[config.mk]
export PLATFORM = sky130hd
export DESIGN_NAME = bus_controller
export DESIGN_NICKNAME = d
export VERILOG_FILES = /design/src/rtl/bus_pkg.sv /design/src/rtl/addr_decoder.sv /design/src/rtl/bus_controller.sv
export SDC_FILE = /design/constraint.sdc
export NUM_CORES = 1
export LEC_CHECK = 0
export BUFFER_PORTS_ARGS = -buffer_cell sky130_fd_sc_hd__buf_2
export CAP_MARGIN = 5
export CORE_MARGIN = 5
export CORE_UTILIZATION = 30
export DETAILED_ROUTE_END_ITERATION = 16
export SYNTH_ARGS = -nofsm -noshare
export SYNTH_HDL_FRONTEND = slang
export SYNTH_HIERARCHICAL = 1
export SYNTH_SLANG_ARGS = --single-unit
[constraint.sdc]
create_clock -name clk_in -period 2 [get_ports clk_in]
set_clock_uncertainty 0.2 [all_clocks]
set_input_delay 0.1 -clock clk_in [delete_from_list [all_inputs] [get_ports clk_in]]
set_output_delay 0.1 -clock clk_in [all_outputs]
set_load 0.01 [all_outputs]
[src/rtl/bus_pkg.sv]
// rtl/bus_pkg.sv - shared types, slave indices and default memory map for the bus controller
//
// Contents:
//   state_t          controller sequencing states
//   SLV_*            bit positions of each slave in the one-hot select
//   NUM_SLAVES       number of on-chip slaves
//   DEF_*            default memory map and timeout
//   in_window()      base <= addr < base+size, evaluated 33 bits wide
package bus_pkg;

    typedef enum logic [1:0] {
        IDLE   = 2'd0,
        ACCESS = 2'd1,
        DONE   = 2'd2
    } state_t;

    localparam int NUM_SLAVES = 3;
    localparam int SLV_ROM    = 0;
    localparam int SLV_RAM    = 1;
    localparam int SLV_IO     = 2;

    localparam logic [31:0] DEF_ROM_BASE = 32'h0000_0000;
    localparam logic [31:0] DEF_ROM_SIZE = 32'h0000_1000;
    localparam logic [31:0] DEF_RAM_BASE = 32'h0000_1000;
    localparam logic [31:0] DEF_RAM_SIZE = 32'h0000_1000;
    localparam logic [31:0] DEF_IO_BASE  = 32'h1000_0000;
    localparam int          DEF_TIMEOUT  = 15;

    // The upper bound is formed with a carry bit so a window ending at the
    // top of the address space does not wrap to zero.
    function automatic logic in_window(input logic [31:0] addr,
                                       input logic [31:0] base,
                                       input logic [31:0] size);
        logic [32:0] limit;
        limit = {1'b0, base} + {1'b0, size};
        return ({1'b0, addr} >= {1'b0, base}) && ({1'b0, addr} < limit);
    endfunction

endpackage

[src/rtl/addr_decoder.sv]
// rtl/addr_decoder.sv - combinational memory-map decode and access legality check
//
// Ports:
//   addr     in   32  byte address of the request
//   instr    in   1   request is an instruction fetch
//   write    in   1   request is a write
//   hit      out  3   one-hot window hit: [0] ROM, [1] RAM, [2] IO
//   illegal  out  1   request must be answered with a bus error
module addr_decoder
    import bus_pkg::*;
#(
    parameter logic [31:0] ROM_BASE = DEF_ROM_BASE,
    parameter logic [31:0] ROM_SIZE = DEF_ROM_SIZE,
    parameter logic [31:0] RAM_BASE = DEF_RAM_BASE,
    parameter logic [31:0] RAM_SIZE = DEF_RAM_SIZE,
    parameter logic [31:0] IO_BASE  = DEF_IO_BASE
) (
    input  logic [31:0]           addr,
    input  logic                  instr,
    input  logic                  write,
    output logic [NUM_SLAVES-1:0] hit,
    output logic                  illegal
);

    logic in_rom;
    logic in_ram;
    logic in_io;

    // Fixed priority ROM > RAM > IO keeps hit one-hot even if a custom
    // memory map makes windows overlap.
    assign in_rom = in_window(addr, ROM_BASE, ROM_SIZE);
    assign in_ram = !in_rom && in_window(addr, RAM_BASE, RAM_SIZE);
    assign in_io  = !in_rom && !in_ram && (addr >= IO_BASE);

    always_comb begin
        hit          = '0;
        hit[SLV_ROM] = in_rom;
        hit[SLV_RAM] = in_ram;
        hit[SLV_IO]  = in_io;

        // ROM serves fetches only and is read-only; RAM and IO serve data only.
        // Anything that hits no window is an error.
        illegal = 1'b1;
        if (in_rom) begin
            illegal = !instr || write;
        end else if (in_ram || in_io) begin
            illegal = instr;
        end
    end

endmodule

[src/rtl/bus_controller.sv]
// rtl/bus_controller.sv - sequences the CPU native memory interface onto ROM, RAM and IO
//
// Ports:
//   clk_in, reset_n_in          clock, asynchronous active-low reset
//   cpu_valid_in/instr/addr/wstrb  CPU request (wstrb != 0 means write)
//   cpu_ready_out, cpu_rdata_out   one-cycle completion pulse and read data
//   sel_out, write_out             one-hot slave select and write flag
//   slave_ready_in                 per-slave ready, same bit order as sel_out
//   rom/ram/io_rdata_in            slave read data
//   err_out, err_addr_out          sticky bus error and faulting address
//   err_clear_in                   clears err_out on the next cycle
module bus_controller
    import bus_pkg::*;
#(
    parameter logic [31:0] ROM_BASE = DEF_ROM_BASE,
    parameter logic [31:0] ROM_SIZE = DEF_ROM_SIZE,
    parameter logic [31:0] RAM_BASE = DEF_RAM_BASE,
    parameter logic [31:0] RAM_SIZE = DEF_RAM_SIZE,
    parameter logic [31:0] IO_BASE  = DEF_IO_BASE,
    parameter int          TIMEOUT  = DEF_TIMEOUT
) (
    input  logic                  clk_in,
    input  logic                  reset_n_in,
    input  logic                  cpu_valid_in,
    input  logic                  cpu_instr_in,
    input  logic [31:0]           cpu_addr_in,
    input  logic [3:0]            cpu_wstrb_in,
    output logic                  cpu_ready_out,
    output logic [31:0]           cpu_rdata_out,
    output logic [NUM_SLAVES-1:0] sel_out,
    output logic                  write_out,
    input  logic [NUM_SLAVES-1:0] slave_ready_in,
    input  logic [31:0]           rom_rdata_in,
    input  logic [31:0]           ram_rdata_in,
    input  logic [31:0]           io_rdata_in,
    output logic                  err_out,
    output logic [31:0]           err_addr_out,
    input  logic                  err_clear_in
);

    // The counter holds the number of ACCESS cycles already spent without
    // ready, so the last permitted cycle is the one where it equals TIMEOUT-1.
    localparam logic [7:0] TIMEOUT_LAST = 8'(TIMEOUT - 1);

    state_t                  state;
    logic [31:0]             addr_q;
    logic [7:0]              cnt;
    logic [NUM_SLAVES-1:0]   dec_hit;
    logic                    dec_illegal;
    logic [31:0]             sel_rdata;
    logic                    sel_ready;

    addr_decoder #(
        .ROM_BASE (ROM_BASE),
        .ROM_SIZE (ROM_SIZE),
        .RAM_BASE (RAM_BASE),
        .RAM_SIZE (RAM_SIZE),
        .IO_BASE  (IO_BASE)
    ) u_addr_decoder (
        .addr    (cpu_addr_in),
        .instr   (cpu_instr_in),
        .write   (|cpu_wstrb_in),
        .hit     (dec_hit),
        .illegal (dec_illegal)
    );

    // Only the selected slave's ready counts; the others are masked off.
    assign sel_ready = |(sel_out & slave_ready_in);

    always_comb begin
        sel_rdata = '0;
        if (sel_out[SLV_ROM]) begin
            sel_rdata = rom_rdata_in;
        end else if (sel_out[SLV_RAM]) begin
            sel_rdata = ram_rdata_in;
        end else if (sel_out[SLV_IO]) begin
            sel_rdata = io_rdata_in;
        end
    end

    always_ff @(posedge clk_in or negedge reset_n_in) begin
        if (!reset_n_in) begin
            state         <= IDLE;
            addr_q        <= '0;
            cnt           <= '0;
            sel_out       <= '0;
            write_out     <= 1'b0;
            cpu_ready_out <= 1'b0;
            cpu_rdata_out <= '0;
            err_out       <= 1'b0;
            err_addr_out  <= '0;
        end else begin
            cpu_ready_out <= 1'b0;

            // A fault raised further down in the same cycle overrides this.
            if (err_clear_in) begin
                err_out <= 1'b0;
            end

            case (state)
                IDLE: begin
                    if (cpu_valid_in) begin
                        addr_q <= cpu_addr_in;
                        if (dec_illegal) begin
                            cpu_rdata_out <= '0;
                            cpu_ready_out <= 1'b1;
                            err_out       <= 1'b1;
                            err_addr_out  <= cpu_addr_in;
                            state         <= DONE;
                        end else begin
                            sel_out   <= dec_hit;
                            write_out <= |cpu_wstrb_in;
                            cnt       <= '0;
                            state     <= ACCESS;
                        end
                    end
                end

                ACCESS: begin
                    if (sel_ready) begin
                        cpu_rdata_out <= sel_rdata;
                        cpu_ready_out <= 1'b1;
                        sel_out       <= '0;
                        write_out     <= 1'b0;
                        state         <= DONE;
                    end else if (cnt == TIMEOUT_LAST) begin
                        cpu_rdata_out <= '0;
                        cpu_ready_out <= 1'b1;
                        sel_out       <= '0;
                        write_out     <= 1'b0;
                        err_out       <= 1'b1;
                        err_addr_out  <= addr_q;
                        state         <= DONE;
                    end else begin
                        cnt <= cnt + 8'd1;
                    end
                end

                // cpu_ready_out is high for this single cycle; the request
                // inputs are deliberately not looked at here.
                DONE: begin
                    state <= IDLE;
                end

                default: begin
                    state <= IDLE;
                end
            endcase
        end
    end

endmodule

# == Yosys cells after proc, flatten, opt, wreduce, memory -nomap -nowiden ==
# Index checks and enable logic that the tools add are counted.
# word_totals
mem_count,0
ramBits,0
regBits,112
mem_bits_ro,0
output_inout_bits,70
latch_bits,0
wordCells,89
input_bits,140
# op_classes
div_mod_pow,0
n_lt_le_gt_ge,4
n_mux,46
n_shift,0
n_reduce_logical,19
n_mul,0
n_eq_ne,9
bitwise,1
addsub,1
# op_table
op,count
32-bit two-way mux,11
32-bit one-hot mux with 2 select lines,2
"32-bit by 13-bit greater-or-equal comparator with 1-bit output, second input constant",1
"32-bit by 29-bit greater-or-equal comparator with 1-bit output, second input constant",1
"32-bit by 13-bit < comparator with 1-bit output, second input constant",1
"32-bit by 14-bit < comparator with 1-bit output, second input constant",1
8-bit two-way mux,4
8-bit one-hot mux with 2 select lines,1
1-bit two-way mux,15
3-bit two-way mux,4
"2-bit != test, second input constant",6
5-bit AND reduction,2
"8-bit by 1-bit adder with 8-bit output, second input constant",1
"8-bit by 4-bit equality test with 1-bit output, second input constant",1
2-bit two-way mux,4
4-bit AND reduction,2
1-bit one-hot mux with 2 select lines,3
3-bit one-hot mux with 2 select lines,1
1-bit logical AND,4
2-bit one-hot mux with 2 select lines,1
2-bit AND reduction,2
4-bit OR reduction,1
3-bit bitwise AND,1
1-bit zero test,3
other kinds (6),7

# == Depth between registers and ports, before layout ==
# Gate-level depths: netlist of the first run.
# logic_depth
depth_word,12
depth_mapped,11
depth_no_buf,9

# == By module ==
# Netlist of the first run, hierarchy kept.
# by_module_without_submodules
mod,seq_area_each_um2,cells_per_inst,n_inst,area_per_inst_um2
bus_controller,2802.7,440,1,5360.1
addr_decoder,0.0,18,1,110.1

# == Worst setup path before layout of the first run ==
# Ideal clock, no wire load.
# synth_timing
kind,input to register
from,in cpu_addr_in[30]
to,reg cnt[5]
setup_ns,0.126
path_slack_ns,-0.866
n_path_buf,2
cell_stages,10
t_arrival_ns,2.541
required_time_ns,1.674
path_cell_list,or4_1 -> buf_2 -> or4_1 -> a21oi_1 -> a21oi_1 -> or3b_1 -> clkbuf_1 -> nor2_1 -> a21oi_4 -> a221o_1
# synth_via
elab_chain_len,11
word_cells_on_any_way,15
classes_between,order compare: 4; eq/ne: 1; mux: 2; reduce/logical: 8
# synth_rtl
element,line_no,rtl
"start, declared",bus_controller.sv:26,"input logic [31:0] cpu_addr_in,"
"32-bit by 13-bit < comparator with 1-bit output, or another cell as far along",bus_pkg.sv:36,"return ({1'b0, addr} >= {1'b0, base}) && ({1'b0, addr} < limit);"
1-bit zero test / 1-bit logical AND (equally long branches),"addr_decoder.sv:32, addr_decoder.sv:33, bus_pkg.sv:36",
1-bit logical AND,addr_decoder.sv:32,"assign in_ram = !in_rom && in_window(addr, RAM_BASE, RAM_SIZE);"
1-bit zero test,addr_decoder.sv:33,assign in_io = !in_rom && !in_ram && (addr >= IO_BASE);
1-bit logical AND,addr_decoder.sv:33,
1-bit logical AND *,addr_decoder.sv:33,
via u_addr_decoder.in_io,addr_decoder.sv:27,logic in_io;
1-bit logical OR *,addr_decoder.sv:46,end else if (in_ram || in_io) begin
1-bit two-way mux *,addr_decoder.sv:46,
1-bit two-way mux *,addr_decoder.sv:44,if (in_rom) begin
via dec_illegal,bus_controller.sv:49,logic dec_illegal;
2-bit != test (no line) *,--,
5-bit AND reduction (no line) *,--,
"end signal, assigned",bus_controller.sv:135,cnt <= cnt + 8'd1;
"end, declared",bus_controller.sv:47,logic [7:0] cnt;
# Mark *: on every way through the listed nets, which the timed path passes. The rest lies on a longest branch.
# A chain may end at the register's enable or synchronous reset.

# == Final worst setup path of the first run ==
# layout_timing
from,in cpu_wstrb_in[1]
to,reg err_addr_out[23]
# layout_via
elab_chain_len,5
# layout_rtl
element,line_no,rtl
"start, declared",bus_controller.sv:27,"input logic [3:0] cpu_wstrb_in,"
4-bit OR reduction,bus_controller.sv:62,".write (|cpu_wstrb_in),"
1-bit logical OR,addr_decoder.sv:45,illegal = !instr || write;
1-bit two-way mux,addr_decoder.sv:44,
via dec_illegal,bus_controller.sv:49,
2-bit != test (no line),--,
5-bit AND reduction (no line),--,
"end signal, assigned",bus_controller.sv:108,err_addr_out <= cpu_addr_in;
"end signal, assigned",bus_controller.sv:132,err_addr_out <= addr_q;
"end, declared",bus_controller.sv:37,"output logic [31:0] err_addr_out,"
# The timed path passes the listed nets, and every way through them passes these cells.

==> reports/results.md, run 1 <==
| Parameter | Value |
| --- | --- |
| Status | finished with violations |
| Violated checks | setup timing |
| Width of the chip | 145 µm |
| Post-detailed-route count of antenna-violating nets | 0 |
| Maximum root-to-sink buffer count | 2 |
| Count of state elements after synthesis | 112 |
| Post-synth EDFFs | 0 |
| Overall track demand over capacity in global routing | 17.2% |
| Min cycle time layout | 2.36 ns |
| Most frequently used flop master after synthesis | sky130_fd_sc_hd__dfrtp_1 |
| Final setup vio count | 80 |
| Synthesized instance count | 458 |
| Cell internal power dissipation | 7120 µW |
| Synthesized netlist net count | 600 |
| Number of distinct library cells after synthesis | 45 |
| Die Height | 145 µm |
| Kind of end point of the critical path | flip-flop |
| Global placer's final weighted congestion | 0.796 |
| # rows | 49 |
| Clk slew on worst S/H paths | 0.07 ns |
| Critical path peak fanout | 17 |
| Unrepaired setup endpoints after global routing | yes |
| Final std cells w/o fill | 1040 |
| Static leakage power | 0.00424 µW |
| Detail Placement HPWL | 11.3 mm |
| # port buffers | 209 |
| H-tree depth reported by CTS | 3 |
| Area grow syn2layout | 61.3% |
| Post-layout power | 10600 µW |
| CTS tree | built |
| First DRT Iteration DRCs | 208 |
| TritonCTS buffer count | 9 |
| Total net switching power | 3520 µW |
| Diode insertion count for antenna repair | 0 |
| Vias in the first global route | 5491 |
| Proportion of power drawn by combinational gates | 45.9% |
| Number of placed I/O pins | 210 |
| Kind of critical path | primary input to flip-flop |
| Layout Nets | 948 |
| Area of the mapped netlist | 5470 µm² |
| Category of the worst setup path launch point | primary input |
| Global-route wire length before repair | 29.7 mm |
| Pin count of the biggest net entering global routing | 52 |
| VDD IR-drop max | 0.789 mV |
| Total power per unit cell area | 1210 nW/µm² |
| Area fraction of the dominant cell type after synthesis | 51.2% |
| Fillcell total | 1584 |
| Dominant cells by area after synthesis | sky130_fd_sc_hd__dfrtp_1 51%, sky130_fd_sc_hd__mux2_2 13%, sky130_fd_sc_hd__mux2_1 6.6%, sky130_fd_sc_hd__a22o_1 5.3%, sky130_fd_sc_hd__a22oi_1 4.9% |
| Crit path DAT | 2.40 ns |
| Required time of the critical path | 2.03 ns |
| Pin slew with the least headroom to its limit | 0.458 ns |
| Fraction of final layout cells with drive strength greater than 1 | 50.7% |
| Pins Over Slew Limit | 0 |
| Total wirelength of the detailed-routed design | 18.2 mm |
| Antenna violations before repair | 1 |
| Sequential cell area fraction in the yosys report | 51.2% |
| Share of synthesized registers carrying an async set or reset | 100% |
| Global-route congestion overflow total | 0 |
| Count of synthesis-stage warnings from yosys | 6 |
| Area of the die | 21000 µm² |
| Insertion delay to the later sink of the worst-skew pair | 0.35 ns |
| Clk Tree Root Cell | sky130_fd_sc_hd__clkbuf_16 |
| Post-detailed-route DRC marker count | 0 |
| Switching fraction of total power | 33.1% |
| Cell total after placement | 918 |
| Final hold violation count | 0 |
| Reported max-cap violation count | 0 |
| DR vias | 5009 |
| Area leader, netlist | sky130_fd_sc_hd__dfrtp_1 |
| Startpoint of the lowest-slack register-to-register path | cnt[0] |
| Via count normalized by instance count | 4.82 |
| 1st-pass router iterations | 4 |
| Normalized max-slew margin | 69.5% |
| Post-layout worst setup margin | -0.364 ns |
| Clock sink count | 112 |
| Portion of total power attributed to the clock network | 18.7% |
| Start point of the critical path | cpu_wstrb_in[1] |
| Share of power burned in registers | 35.4% |
| Class of the worst hold path | primary input to flip-flop |
| Average instance area after synthesis | 11.9 µm² |
| Initial cell density of the core | 30.5% |
| Period utilization | 118% |
| Core Footprint | 18000 µm² |
| Hold Startpoint | io_rdata_in[20] |
| Maximum operating frequency | 0.423 GHz |
| Wire length per cell | 17.5 µm |
==> timing repair <==
| item | in CTS | in global routing |
|---|---|---|
| setup endpoints to repair | 80 | 80 |
| pin swaps | 34 | 17 |
| hold buffers | 94 | 0 |
| gates cloned | 6 | 0 |
| resized for setup | 31 | 24 |
| hold endpoints to repair | 201 | 0 |
| buffers inserted | 8 | 1 |
==> cell families after synthesis <==
logic type               synth area share [%]
AO/OA/AOI/OAI                            16.4
flip-flops                               51.2
multiplexers                             20.1
AND/OR/NAND/NOR                          6.86
buffers and inverters                    4.80
adder cells (fa/ha/maj)                 0.457
XOR/XNOR                                0.160
==> synthesized netlist by cell type, types with 3 or more instances <==
master and count:
sky130_fd_sc_hd__a22o_1 33, sky130_fd_sc_hd__a22oi_1 36, sky130_fd_sc_hd__buf_2 6, sky130_fd_sc_hd__buf_4 4, sky130_fd_sc_hd__buf_6 8, sky130_fd_sc_hd__clkbuf_1 21
sky130_fd_sc_hd__dfrtp_1 112, sky130_fd_sc_hd__inv_1 6, sky130_fd_sc_hd__inv_2 3, sky130_fd_sc_hd__mux2_1 32, sky130_fd_sc_hd__mux2_2 64, sky130_fd_sc_hd__nand2_1 43
sky130_fd_sc_hd__nand3_1 5, sky130_fd_sc_hd__nor3_1 4, sky130_fd_sc_hd__nor4_1 4, sky130_fd_sc_hd__o211ai_1 4, sky130_fd_sc_hd__o21ai_0 33, sky130_fd_sc_hd__or4_1 5
==> flip-flops by register name, indices dropped and copies added (netlist names) <==
signal,cells
addr_q,32
cpu_rdata_out,32
err_addr_out,32
cnt,8
sel_out,3
state,2
cpu_ready_out,1
err_out,1
write_out,1
==> layout by cell type, fill, tap and decap left out, types with 3 or more instances in the layout <==
| cell type | instances |
|---|---|
| sky130_fd_sc_hd__buf_6 | 6 |
| sky130_fd_sc_hd__nand2_1 | 41 |
| sky130_fd_sc_hd__inv_2 | 3 |
| sky130_fd_sc_hd__a22oi_1 | 32 |
| sky130_fd_sc_hd__a22oi_2 | 4 |
| sky130_fd_sc_hd__inv_1 | 5 |
| sky130_fd_sc_hd__dlygate4sd3_1 | 94 |
| sky130_fd_sc_hd__dfrtp_1 | 111 |
| sky130_fd_sc_hd__mux2_4 | 17 |
| sky130_fd_sc_hd__nor4_1 | 4 |
| sky130_fd_sc_hd__a22o_1 | 32 |
| sky130_fd_sc_hd__buf_2 | 207 |
| sky130_fd_sc_hd__buf_16 | 5 |
| sky130_fd_sc_hd__nand3_1 | 5 |
| sky130_fd_sc_hd__buf_12 | 10 |
| sky130_fd_sc_hd__or4_1 | 3 |
| sky130_fd_sc_hd__mux2_1 | 15 |
| sky130_fd_sc_hd__o211ai_1 | 4 |
| sky130_fd_sc_hd__mux2_2 | 64 |
| sky130_fd_sc_hd__buf_4 | 54 |
| sky130_fd_sc_hd__nor3_1 | 4 |
| sky130_fd_sc_hd__o21ai_0 | 32 |
| sky130_fd_sc_hd__clkbuf_16 | 9 |
==> critical path, stage by stage <==
cell and delay, ns:
sky130_fd_sc_hd__buf_6 0.09, sky130_fd_sc_hd__or4_4 0.56, sky130_fd_sc_hd__or4_4 0.53, sky130_fd_sc_hd__a21oi_2 0.15
sky130_fd_sc_hd__a21oi_2 0.05, sky130_fd_sc_hd__buf_4 0.15, sky130_fd_sc_hd__a22o_4 0.28, sky130_fd_sc_hd__buf_12 0.17
sky130_fd_sc_hd__mux2_1 0.32
==> metrics by stage <==
step	cell area [µm²]	util, %	TNS [ns]	hold slack (ns)	setup WS, ns
6_report	8820	49.1	-22.13	0.00489	-0.364
5_1_grt	8820	49.1	-24.38	0.0117	-0.392
4_1_cts	8760	48.8	-21.11	0.00281	-0.339
3_3_place_gp	7150	39.8	-51.93	-0.130	-0.778
2_1_floorplan	5480	-	-26.51	-0.396	-0.718
3_5_place_dp	7150	39.8	-52.97	-0.125	-0.799
==> metal layers <==
layer  vias to the layer above  wire length, µm  track usage, %
met5                         -               11               0
met4                         2              399            4.66
met3                        29             1590            7.02
met2                       220             8800            29.1
met1                      2361             7370            20.3
li1                       2397                -               -
==> worst paths after layout <==
| check | slack [ns] | cells after the start | endpoint |
|---|---|---|---|
| setup / recovery | -0.36 | 9 | err_addr_out[23] |
| setup reg to reg | -0.15 | 10 | cpu_rdata_out[31] |
| min in group asynchronous | 0.05 | 2 | sel_out[0] |
| hold reg to reg | 0.28 | 1 | err_out |
| max in group asynchronous | 0.88 | 3 | err_addr_out[11] |
| hold / removal | 0.005 | 4 | cpu_rdata_out[20] |
==> final cells by class <==
class                   instances  area [µm²]  area share [%]
flip-flops and latches        112        2800            31.8
repair buffers                376        2790            31.6
multi-input cells             298        2570            29.2
well taps                     229         287            3.25
clock buffers                  11         243            2.75
clock inverters                 5        88.8            1.01
inverters                       9        38.8           0.440
==> power by group through the flow <==
stage,clock network [µW],logic [µW],registers (µW)
global placement,0,4030,3740
global route,2160,5310,3890
CTS,2060,4790,3760
finish,1990,4890,3760
detailed placement,0,4040,3790
floorplan,0,2080,4020
(Power assumes the default switching activity.)
==> run 2, diff against run 1 <==
- CORE_UTILIZATION: 30 -> 45
- CTS_CLUSTER_SIZE: not set -> 14
- PLACE_DENSITY: not set -> 0.77
==> run 2 against run 1 <==
Against the previous run:
- the flow still finishes with violations (setup timing)
- flip-flop and latch count did not move
- cell area fell by 1.6%
- sequential share of layout area rose by 0.50 points
==> reports/results.md, run 2 (synthesis gave the netlist of run 1 again) <==
| Parameter | Value | Delta |
| --- | --- | --- |
| Status | finished with violations |  |
| Violated checks | setup timing |  |
| Highest-count cells in the layout ignoring fill and taps | 206 x sky130_fd_sc_hd__buf_2, 111 x sky130_fd_sc_hd__dfrtp_1, 105 x sky130_fd_sc_hd__dlygate4sd3_1, 64 x sky130_fd_sc_hd__mux2_2, 51 x sky130_fd_sc_hd__buf_4 |  |
| Maximum root-to-sink buffer count | 2 | unchanged |
| Final hold violation count | 0 | unchanged |
| VDD IR-drop max | 0.883 mV | +12% |
| Reported max-cap violation count | 0 | unchanged |
| # port buffers | 209 | unchanged |
| Post-detailed-route count of antenna-violating nets | 0 | unchanged |
| Die Height | 120 µm | -17% |
| Total power per unit cell area | 1200 nW/µm² | -0.57% |
| TritonCTS buffer count | 9 | unchanged |
| DR vias | 5447 | +8.7% |
| Detail Placement HPWL | 11.1 mm | -1.8% |
| Initial cell density of the core | 45.7% | +15 points |
| Required time of the critical path | 2.04 ns | about the same |
| Width of the chip | 120 µm | -17% |
| Vias in the first global route | 5838 | +6.3% |
| Normalized max-slew margin | 60.8% | -8.7 points |
| Crit path DAT | 2.39 ns | about the same |
| Registers with the highest flip-flop counts | addr_q (32), cpu_rdata_out (32), err_addr_out (32) |  |
| Class of the worst hold path | primary input to flip-flop |  |
| Worst hold stages | 4 | unchanged |
| Period utilization | 118% | -0.56 points |
| Total wirelength of the detailed-routed design | 19.5 mm | +7.6% |
| Category of the worst setup path launch point | primary input |  |
| Overall track demand over capacity in global routing | 25.5% | +8.2 points |
| Via count normalized by instance count | 5.67 | +18% |
| Sequence of cells on the critical path | buf_6, or4_4, or4_4, a21oi_2, a21oi_2, buf_4, a22o_4, clkbuf_16, mux2_4 |  |
| Antenna violations before repair | 0 | -1 |
| Maximum operating frequency | 0.425 GHz | +0.47% |
| Number of placed I/O pins | 210 | unchanged |
| Setup TNS | -22.78 ns | -0.657 ns |
| Total number of cells along the worst setup path | 9 | unchanged |
| Clock sink count | 112 | unchanged |
| Insertion delay to the later sink of the worst-skew pair | 0.35 ns | about the same |
| Stage delay of the slowest cell on the critical path | 0.54 ns | -0.02 ns |
| Depth of the most critical reg-to-reg path | 5 | -5 |
| Area grow syn2layout | 58.8% |  |
| Final Core Density | 72.6% | +23 points |
| Kind of end point of the critical path | flip-flop |  |
| Post-Place Setup Slack | -0.792 ns | +0.00712 ns |
| Leading cell type in the layout, fill and taps excluded | sky130_fd_sc_hd__buf_2 |  |
| Global placer's final weighted congestion | 0.857 | +7.6% |
| Unrepaired setup endpoints after global routing | yes |  |
| Fraction of final layout cells with drive strength greater than 1 | 50.7% | +0.059 points |
| Delay-heaviest family, CP | simple AND/OR/NAND/NOR gates |  |
| Layout Nets | 953 | +0.53% |
| Diode insertion count for antenna repair | 0 | unchanged |
| Pin slew with the least headroom to its limit | 0.588 ns | +0.130 ns |
| Fillcell total | 759 | -52% |
| H-tree depth reported by CTS | 3 | unchanged |
| Pins Over Slew Limit | 0 | unchanged |
| Global-route congestion overflow total | 0 | unchanged |
| Post-detailed-route DRC marker count | 0 | unchanged |
| First DRT Iteration DRCs | 464 | +120% |
| Clk Tree Root Cell | sky130_fd_sc_hd__clkbuf_16 |  |
| Pin count of the biggest net entering global routing | 68 | +31% |
| Slowest CP cell | sky130_fd_sc_hd__or4_4 |  |
| Area of the die | 14500 µm² | -31% |
| Global-route wire length before repair | 29.4 mm | -0.95% |
| Final setup vio count | 80 | unchanged |
| Post-layout power | 10400 µW | -2.1% |
| Number of buffers and inverters on the critical path | 3 | unchanged |
| 1st-pass router iterations | 6 | +2 |
| Clk slew on worst S/H paths | 0.07 ns | about the same |
| CTS tree | built |  |
| Kind of critical path | primary input to flip-flop |  |
| Wire length per cell | 20.3 µm | +16% |
| Min cycle time layout | 2.35 ns | -0.0112 ns |
| Post-layout worst setup margin | -0.353 ns | +0.0112 ns |
| Core Footprint | 12000 µm² | -33% |
| Static leakage power | 0.00422 µW | -0.37% |
| Critical path peak fanout | 8 | -9 |
| # rows | 40 | -18% |
run 2: final timing paths:
path	start	to	slack [ns]
max	cpu_wstrb_in[2]	err_addr_out[20]	-0.35
min	io_rdata_in[22]	cpu_rdata_out[22]	0.004
max reg2reg	cnt[5]	err_addr_out[20]	-0.20
min reg2reg	err_out	err_out	0.31
max in group asynchronous	reset_n_in	sel_out[0]	0.84
min in group asynchronous	reset_n_in	cpu_rdata_out[15]	0.03
run 2: cell type report:
cell class	instances	area, µm²	area share, %
clock buffers	9	225	2.59
clock inverters	5	43.8	0.504
inverters	9	41.3	0.475
multi-input cells	298	2610	30.1
flip-flops and latches	112	2800	32.3
well taps	147	184	2.12
repair buffers	381	2780	32.0
run 2: timing repair:
| action | CTS | global route |
|---|---|---|
| endpoints found under the setup margin | 79 | 80 |
| hold endpoints to repair | 197 | 0 |
| buffers inserted | 7 | 3 |
| resized for setup | 16 | 47 |
| cloned | 2 | 3 |
| pin swaps | 16 | 18 |
| hold buffers | 105 | 0 |
run 2: worst register-to-register path, stage by stage, from the launching register on:
cell and delay, ns:
sky130_fd_sc_hd__dfrtp_1 0.38, sky130_fd_sc_hd__or3_1 0.43, sky130_fd_sc_hd__nor3_1 0.32, sky130_fd_sc_hd__a22o_4 0.25, sky130_fd_sc_hd__clkbuf_16 0.20, sky130_fd_sc_hd__mux2_4 0.31
run 2: per-stage QoR:
step / hold slack [ns] / std cells / cell area (µm²)
CTS: 0.000568 / 959 / 8490
finish: 0.00428 / 961 / 8680
detailed placement: -0.119 / 831 / 6980
global route: 0.0196 / 961 / 8680
global placement: -0.129 / 831 / 6980
floorplan: -0.396 / 458 / 5480
run 2: where the power goes:
group | switching [µW] | total [µW] | internal (µW)
combinational | 2210 | 4890 | 2670
sequential | 592 | 3850 | 3260
clock | 828 | 1680 | 847
run 2: per-layer routing:
metal | wire [µm] | global-route usage (%) | vias up
met3 | 1720 | 6.59 | 83
met1 | 7110 | 28.3 | 2601
met2 | 9890 | 45.1 | 368
met4 | 818 | 13.0 | 0
met5 | 0 | 0 | -
li1 | - | - | 2395
